**config.mk**
```make
export PLATFORM = sky130hd
export DESIGN_NAME = muldiv_unit
export DESIGN_NICKNAME = d
export VERILOG_FILES = /design/src/rtl/muldiv_pkg.sv /design/src/rtl/muldiv_unit_div_iter.sv /design/src/rtl/muldiv_unit.sv
export SDC_FILE = /design/constraint.sdc
export NUM_CORES = 2
export LEC_CHECK = 0
export CAP_MARGIN = 20
export CORE_UTILIZATION = 50
export CTS_BUF_LIST = sky130_fd_sc_hd__clkbuf_4 sky130_fd_sc_hd__clkbuf_8
export DETAILED_ROUTE_END_ITERATION = 16
export GPL_ROUTABILITY_DRIVEN = 0
export PLACE_DENSITY = 0.71
export SYNTH_ARGS = -nofsm -noshare
export SYNTH_HDL_FRONTEND = slang
export SYNTH_SLANG_ARGS = --single-unit
```
**constraint.sdc**
```tcl
create_clock -name clk -period 18.9 [get_ports clk]
set_input_delay 5.67 -clock clk [delete_from_list [all_inputs] [get_ports clk]]
set_output_delay 5.67 -clock clk [all_outputs]
set_load 0.03 [all_outputs]
```
**src/rtl/muldiv_pkg.sv**
```systemverilog
// Shared encodings for the RV32M multiply/divide unit: FSM states and funct3 opcodes.
package muldiv_pkg;

    typedef enum logic [2:0] {
        S_IDLE  = 3'd0,
        S_MUL   = 3'd1,
        S_DSET  = 3'd2,
        S_DITER = 3'd3,
        S_DFIX  = 3'd4
    } md_state_e;

    localparam logic [2:0] MD_MUL    = 3'b000;
    localparam logic [2:0] MD_MULH   = 3'b001;
    localparam logic [2:0] MD_MULHSU = 3'b010;
    localparam logic [2:0] MD_MULHU  = 3'b011;
    localparam logic [2:0] MD_DIV    = 3'b100;
    localparam logic [2:0] MD_DIVU   = 3'b101;
    localparam logic [2:0] MD_REM    = 3'b110;
    localparam logic [2:0] MD_REMU   = 3'b111;

    function automatic logic is_div(input logic [2:0] f);
        return f[2];
    endfunction

endpackage

```
**src/rtl/muldiv_unit_div_iter.sv**
```systemverilog
// Restoring unsigned radix-2 divider core: one quotient bit per step, XLEN steps per divide.
module div_iter
    import muldiv_pkg::*;
#(
    parameter int XLEN = 32
) (
    input  logic            clk,
    input  logic            rst,
    input  logic            start,
    input  logic            step,
    input  logic [XLEN-1:0] dividend,
    input  logic [XLEN-1:0] divisor,
    output logic [XLEN-1:0] quotient,
    output logic [XLEN-1:0] remainder,
    output logic            last
);

    localparam int CW = $clog2(XLEN);

    logic [CW-1:0]   cnt;
    logic [XLEN-1:0] quo_q;
    logic [XLEN-1:0] rem_q;
    logic [XLEN-1:0] dvs_q;
    logic [XLEN:0]   shifted;
    logic [XLEN:0]   diff;

    always_comb begin
        shifted = {rem_q, quo_q[XLEN-1]};
        diff    = shifted - {1'b0, dvs_q};
    end

    always_ff @(posedge clk) begin
        if (rst)
            cnt <= '0;
        else if (start)
            cnt <= '0;
        else if (step)
            cnt <= cnt + CW'(1);
    end

    // A negative trial difference means the divisor did not fit: keep the shifted remainder.
    always_ff @(posedge clk) begin
        if (start) begin
            quo_q <= dividend;
            rem_q <= '0;
            dvs_q <= divisor;
        end else if (step) begin
            if (diff[XLEN]) begin
                rem_q <= shifted[XLEN-1:0];
                quo_q <= {quo_q[XLEN-2:0], 1'b0};
            end else begin
                rem_q <= diff[XLEN-1:0];
                quo_q <= {quo_q[XLEN-2:0], 1'b1};
            end
        end
    end

    assign quotient  = quo_q;
    assign remainder = rem_q;
    assign last      = (cnt == CW'(XLEN - 1));

endmodule

```
**src/rtl/muldiv_unit.sv**
```systemverilog
// RV32M multiply/divide unit: pipelined multiplier plus iterative divider behind a valid/ready
// handshake, returning a tagged one-cycle writeback pulse.
module muldiv_unit
    import muldiv_pkg::*;
#(
    parameter int XLEN      = 32,
    parameter int MUL_LAT   = 2,
    parameter int EARLY_DIV = 1
) (
    input  logic            clk,
    input  logic            rst,
    input  logic            in_vld,
    output logic            in_rdy,
    input  logic [2:0]      op,
    input  logic [XLEN-1:0] x_rs1,
    input  logic [XLEN-1:0] x_rs2,
    input  logic [4:0]      rd,
    input  logic            flush,
    output logic            busy,
    output logic            MD_vld,
    output logic [4:0]      MD_rd,
    output logic [XLEN-1:0] MD_x_rd
);

    localparam int PW = 2 * XLEN;
    localparam logic [XLEN-1:0] ONE  = XLEN'(1);
    localparam logic [XLEN-1:0] SMIN = {1'b1, {(XLEN-1){1'b0}}};

    function automatic logic [PW-1:0] mul_full(input logic [XLEN-1:0] a,
                                               input logic [XLEN-1:0] b,
                                               input logic [2:0]      f);
        logic              sa;
        logic              sb;
        logic signed [PW-1:0] wa;
        logic signed [PW-1:0] wb;
        logic signed [PW-1:0] p;
        sa = ((f == MD_MULH) || (f == MD_MULHSU)) & a[XLEN-1];
        sb = (f == MD_MULH) & b[XLEN-1];
        wa = {{XLEN{sa}}, a};
        wb = {{XLEN{sb}}, b};
        p  = wa * wb;
        return p;
    endfunction

    function automatic logic [XLEN-1:0] mul_sel(input logic [PW-1:0] p, input logic [1:0] f);
        return (f == 2'b00) ? p[XLEN-1:0] : p[PW-1:XLEN];
    endfunction

    function automatic logic [XLEN-1:0] neg_if(input logic [XLEN-1:0] v, input logic n);
        return n ? (~v + ONE) : v;
    endfunction

    md_state_e       state;
    logic            accept;
    logic [XLEN-1:0] rs1_r;
    logic [XLEN-1:0] rs2_r;
    logic [1:0]      op_r;
    logic [4:0]      rd_r;
    logic [PW-1:0]   prod_p [MUL_LAT];
    logic [MUL_LAT-1:0] vld_p;

    logic            div_sgn;
    logic            neg1;
    logic            neg2;
    logic            div0;
    logic            ovf;
    logic            special;
    logic [XLEN-1:0] abs1;
    logic [XLEN-1:0] abs2;
    logic [XLEN-1:0] spec_res;
    logic [XLEN-1:0] norm_res;
    logic [XLEN-1:0] div_res;
    logic [XLEN-1:0] quo;
    logic [XLEN-1:0] rem;
    logic            div_last;

    assign in_rdy = (state == S_IDLE);
    assign busy   = (state != S_IDLE);
    assign accept = in_vld & in_rdy & ~flush;

    // Sign handling works off the latched operands, which stay stable for the whole divide.
    always_comb begin
        div_sgn  = ~op_r[0];
        neg1     = div_sgn & rs1_r[XLEN-1];
        neg2     = div_sgn & rs2_r[XLEN-1];
        abs1     = neg_if(rs1_r, neg1);
        abs2     = neg_if(rs2_r, neg2);
        div0     = (rs2_r == '0);
        ovf      = div_sgn & (rs1_r == SMIN) & (rs2_r == '1);
        special  = div0 | ovf;
        if (div0)
            spec_res = op_r[1] ? rs1_r : '1;
        else
            spec_res = op_r[1] ? '0 : rs1_r;
        norm_res = op_r[1] ? neg_if(rem, neg1) : neg_if(quo, neg1 ^ neg2);
        div_res  = special ? spec_res : norm_res;
    end

    div_iter #(
        .XLEN(XLEN)
    ) u_div (
        .clk      (clk),
        .rst      (rst),
        .start    (state == S_DSET),
        .step     (state == S_DITER),
        .dividend (abs1),
        .divisor  (abs2),
        .quotient (quo),
        .remainder(rem),
        .last     (div_last)
    );

    // p0: product of the raw operands captured at accept; later stages just shift it along.
    always_ff @(posedge clk) begin
        if (accept) begin
            rs1_r     <= x_rs1;
            rs2_r     <= x_rs2;
            op_r      <= op[1:0];
            rd_r      <= rd;
            prod_p[0] <= mul_full(x_rs1, x_rs2, op);
        end
        for (int i = 1; i < MUL_LAT; i++)
            prod_p[i] <= prod_p[i-1];
    end

    always_ff @(posedge clk) begin
        if (rst) begin
            state   <= S_IDLE;
            vld_p   <= '0;
            MD_vld  <= 1'b0;
            MD_rd   <= '0;
            MD_x_rd <= '0;
        end else if (flush) begin
            state  <= S_IDLE;
            vld_p  <= '0;
            MD_vld <= 1'b0;
        end else begin
            MD_vld <= 1'b0;
            vld_p  <= (vld_p << 1) | MUL_LAT'(accept & ~is_div(op));
            if (vld_p[MUL_LAT-1]) begin
                MD_vld  <= 1'b1;
                MD_rd   <= rd_r;
                MD_x_rd <= mul_sel(prod_p[MUL_LAT-1], op_r);
            end
            case (state)
                S_IDLE: begin
                    if (accept) begin
                        if (is_div(op))
                            state <= S_DSET;
                        else if (MUL_LAT > 1)
                            state <= S_MUL;
                    end
                end
                S_MUL: begin
                    if (vld_p[MUL_LAT-1])
                        state <= S_IDLE;
                end
                S_DSET: begin
                    if ((EARLY_DIV != 0) && special) begin
                        MD_vld  <= 1'b1;
                        MD_rd   <= rd_r;
                        MD_x_rd <= spec_res;
                        state   <= S_IDLE;
                    end else begin
                        state <= S_DITER;
                    end
                end
                S_DITER: begin
                    if (div_last)
                        state <= S_DFIX;
                end
                S_DFIX: begin
                    MD_vld  <= 1'b1;
                    MD_rd   <= rd_r;
                    MD_x_rd <= div_res;
                    state   <= S_IDLE;
                end
                default: state <= S_IDLE;
            endcase
        end
    end

endmodule
```
==> impl_metrics.yaml <==
hold_path:
  worstHoldPathCells: 0
  min_from: "prod_p[0][44]$_DFFE_PP_"
  hold_class: "register to register"
  min_to: "prod_p[0][108]$_DFF_P_"
worst_setup_path:
  start_kind: "input pin"
  end_kind: "register"
  crit_path_max_fanout: 35
  criticalPathCategory: "input pin to register"
  required_ns: 19.26
  r2r_slack_ns: 14.58
  crit_path_max_incr_delay_ns: 0.89
  path_common_cell: "fa_1"
  worstReg2RegEnd: "MD_x_rd[31]$_SDFFE_PP0N_"
  timing.rr.start: "rs1_r[0]$_DFFE_PP_"
  worst_ep_arrival_time_ns: 15.09
  critical-path-slowest-cell: "fa_1"
  worstRegToRegCells: 11
drt:
  firstDrtPassIters: 6
  drt_iter0_drc: 3504
  ant_nets: 0
  vias: 40700
  vias_per_cell: 5.61
  wire_per_inst_um: 20.2
  drcViolationCount: 0
  routed_wl_um: 147000
logic_synthesis:
  seq_area_frac_synth_pct: 16.2
  synth_edf_count: 199
  ys.flop_type: "edfxtp_1"
  ys_top_cells_by_area: "fa_1, edfxtp_1, inv_1"
  synth_top_area_share_pct: 41.3
  async_flop_share_pct: 0
  avgSynthCellArea_sq_um: 9.33
  synth.top_cells.by_count: "inv_1, fa_1, nand2_1"
  synthDistinctLibCells: 92
  ys_seq_elements: 343
  syn_inst: 5849
  ys_warn_count: 0
  syn_nets: 7302
  synth.most_common_cell: "inv_1"
  synth.largest_area_cell: "fa_1"
  synthesis.area_sq_um: 54600
floorplan:
  die_area_sq_um: 110000
  ios: 116
  initial_utilization_pct: 50.7
  die_y_um: 332
  rows: 120
  die_w_um: 332
  core_area_sq_um: 108000
clocking:
  clkTransAtPathRegs_ns: 0.06
  cts_hold_buf: 0
  cts_max_level: 2
  cts_resized: 0
  clk_path_buf_depth: 3
  cts_setup_buffers: 0
  cts_tree: "built"
  cts-root-buf: "clkbuf_8"
  clock-sinks: 343
  clk_latency_ns: 0.66
  cts_buffers: 56
global_routing:
  grt.total_usage_pct: 27.3
  antenna_found_initial: 4
  grt_pass1_wl_um: 238000
  grt_overflow: 0
  grt_pass1_vias: 43000
  grt_max_degree: 89
layout:
  diodes: 0
  seq_area_sq_um: 8860
  syn2layout_area_growth_pct: 6.54
  multi_input_area_sq_um: 40000
  fillers: 9499
  drive_above_1_share_pct: 4.03
  final_nets: 7257
  final_cell_count_no_fill: 7255
sta:
  setup_viol: 0
  setup_ws_ns: 4.17
  finalClockSkew_ns: 0.0469
  tightest_slew_ns: 1.09
  min_period_ns: 14.73
  finalSetupTns_ns: 0
  period_share_pct: 77.9
  slew_violations: 0
  max_slew_margin_pct: 27.0
  rsz0062_at_grt: "false"
  fmax_ghz: 0.0679
  finalHoldViolCount: 0
status:
  status: "finished clean"
flow_run:
  max_cap_viol_count: 0
placement:
  io_buffers: 115
  dp.final_hpwl_um: 111000
  placed_cells: 7148
  dpl_worst_slack_ns: 3.56
cell usage in the layout (no fill, tap or decap), drive strengths merged, types with 12 or more instances in the layout:
cell / synthesis / layout
buf: 14 / 85
edfxtp: 199 / 199
clkinv: 0 / 27
xnor2: 125 / 125
dfxtp: 144 / 144
o21a: 24 / 24
inv: 1232 / 1235
or2: 12 / 12
nand2b: 15 / 15
o21bai: 12 / 12
mux2i: 40 / 40
and2: 302 / 302
o31ai: 28 / 28
fa: 1126 / 1126
nand3: 52 / 52
o21ai: 166 / 166
nand4: 18 / 18
a31oi: 38 / 38
nor2: 210 / 210
clkbuf: 286 / 73
o211ai: 54 / 54
xor2: 96 / 96
a21oi: 179 / 179
nand2: 928 / 928
nor4: 18 / 18
o41ai: 16 / 16
nor3: 53 / 53
a21o: 41 / 41
or3: 14 / 14
ha: 251 / 251
nor2b: 31 / 31
or4: 18 / 18
clkdlybuf4s50: 0 / 112
routing by layer:
| layer | part of all wire [%] | vias up | global-route usage [%] |
|---|---|---|---|
| met5 | 0.016 | - | 0 |
| met4 | 2.6 | 4 | 6.78 |
| met3 | 8.6 | 290 | 3.91 |
| met2 | 48 | 1817 | 45.3 |
| met1 | 41 | 20900 | 37.9 |
| li1 | - | 17700 | - |
flip-flops by register name, indices dropped and copies added, names as in the netlist:
register	count
vld_p	2
u_div.dvs_q	32
MD_rd	5
u_div.cnt	5
u_div.remainder	32
prod_p	128
op_r	2
rs1_r	32
rd_r	5
u_div.quotient	32
MD_x_rd	32
MD_vld	1
state	3
rs2_r	32
critical path, delay by kind of cell:
| family | cells | cell delay, ns |
|---|---|---|
| compound gates | 5 | 1.14 |
| xor+xnor | 1 | 0.11 |
| fa+ha+maj | 9 | 5.13 |
| buf+inv | 8 | 1.99 |
| simple gates | 6 | 1.00 |
cells by family (layout without fill, tap and decap cells):
family	Yosys count	after routing	synth area share (%)
buffers and inverters	1532	1535	10.6
XOR/XNOR	221	221	3.58
flip-flops	343	343	16.2
AND/OR/NAND/NOR	1700	1700	14.4
AO/OA/AOI/OAI	633	633	7.40
adder cells (fa/ha/maj)	1378	1378	47.1
multiplexers	42	42	0.775
through the flow:
stage | util [%] | hold WS [ns] | cell area (sq um)
detailed placement | 52.9 | 0.327 | 57000
global placement | 52.9 | 0.324 | 57000
global route | 54.0 | 0.346 | 58200
CTS | 54.0 | 0.338 | 58100
floorplan | - | 0.323 | 54600
finish | 54.0 | 0.336 | 58200
worst max path at each step:
stage,start,endpoint,slack (ns),cells past startpoint
floorplan,op[0],prod_p[0][61]$_DFFE_PP_,5.30,30
global placement,x_rs1[31],prod_p[0][61]$_DFFE_PP_,3.73,29
detailed placement,x_rs1[31],prod_p[0][61]$_DFFE_PP_,3.56,29
CTS,x_rs1[31],prod_p[0][61]$_DFFE_PP_,4.19,29
global route,x_rs1[31],prod_p[0][61]$_DFFE_PP_,3.62,29
finish,x_rs1[31],prod_p[0][61]$_DFFE_PP_,4.17,29
final cells by class:
class	count	share of cell area [%]
inverters	1232	7.95
flip-flops and latches	343	15.2
well taps	1403	3.02
clock buffers	73	1.64
clock inverters	33	0.364
repair buffers	197	3.03
multi-input cells	3974	68.8
Power is not shown: default switching activity piles up to over one toggle a cycle in this logic, so the estimate is an artifact.
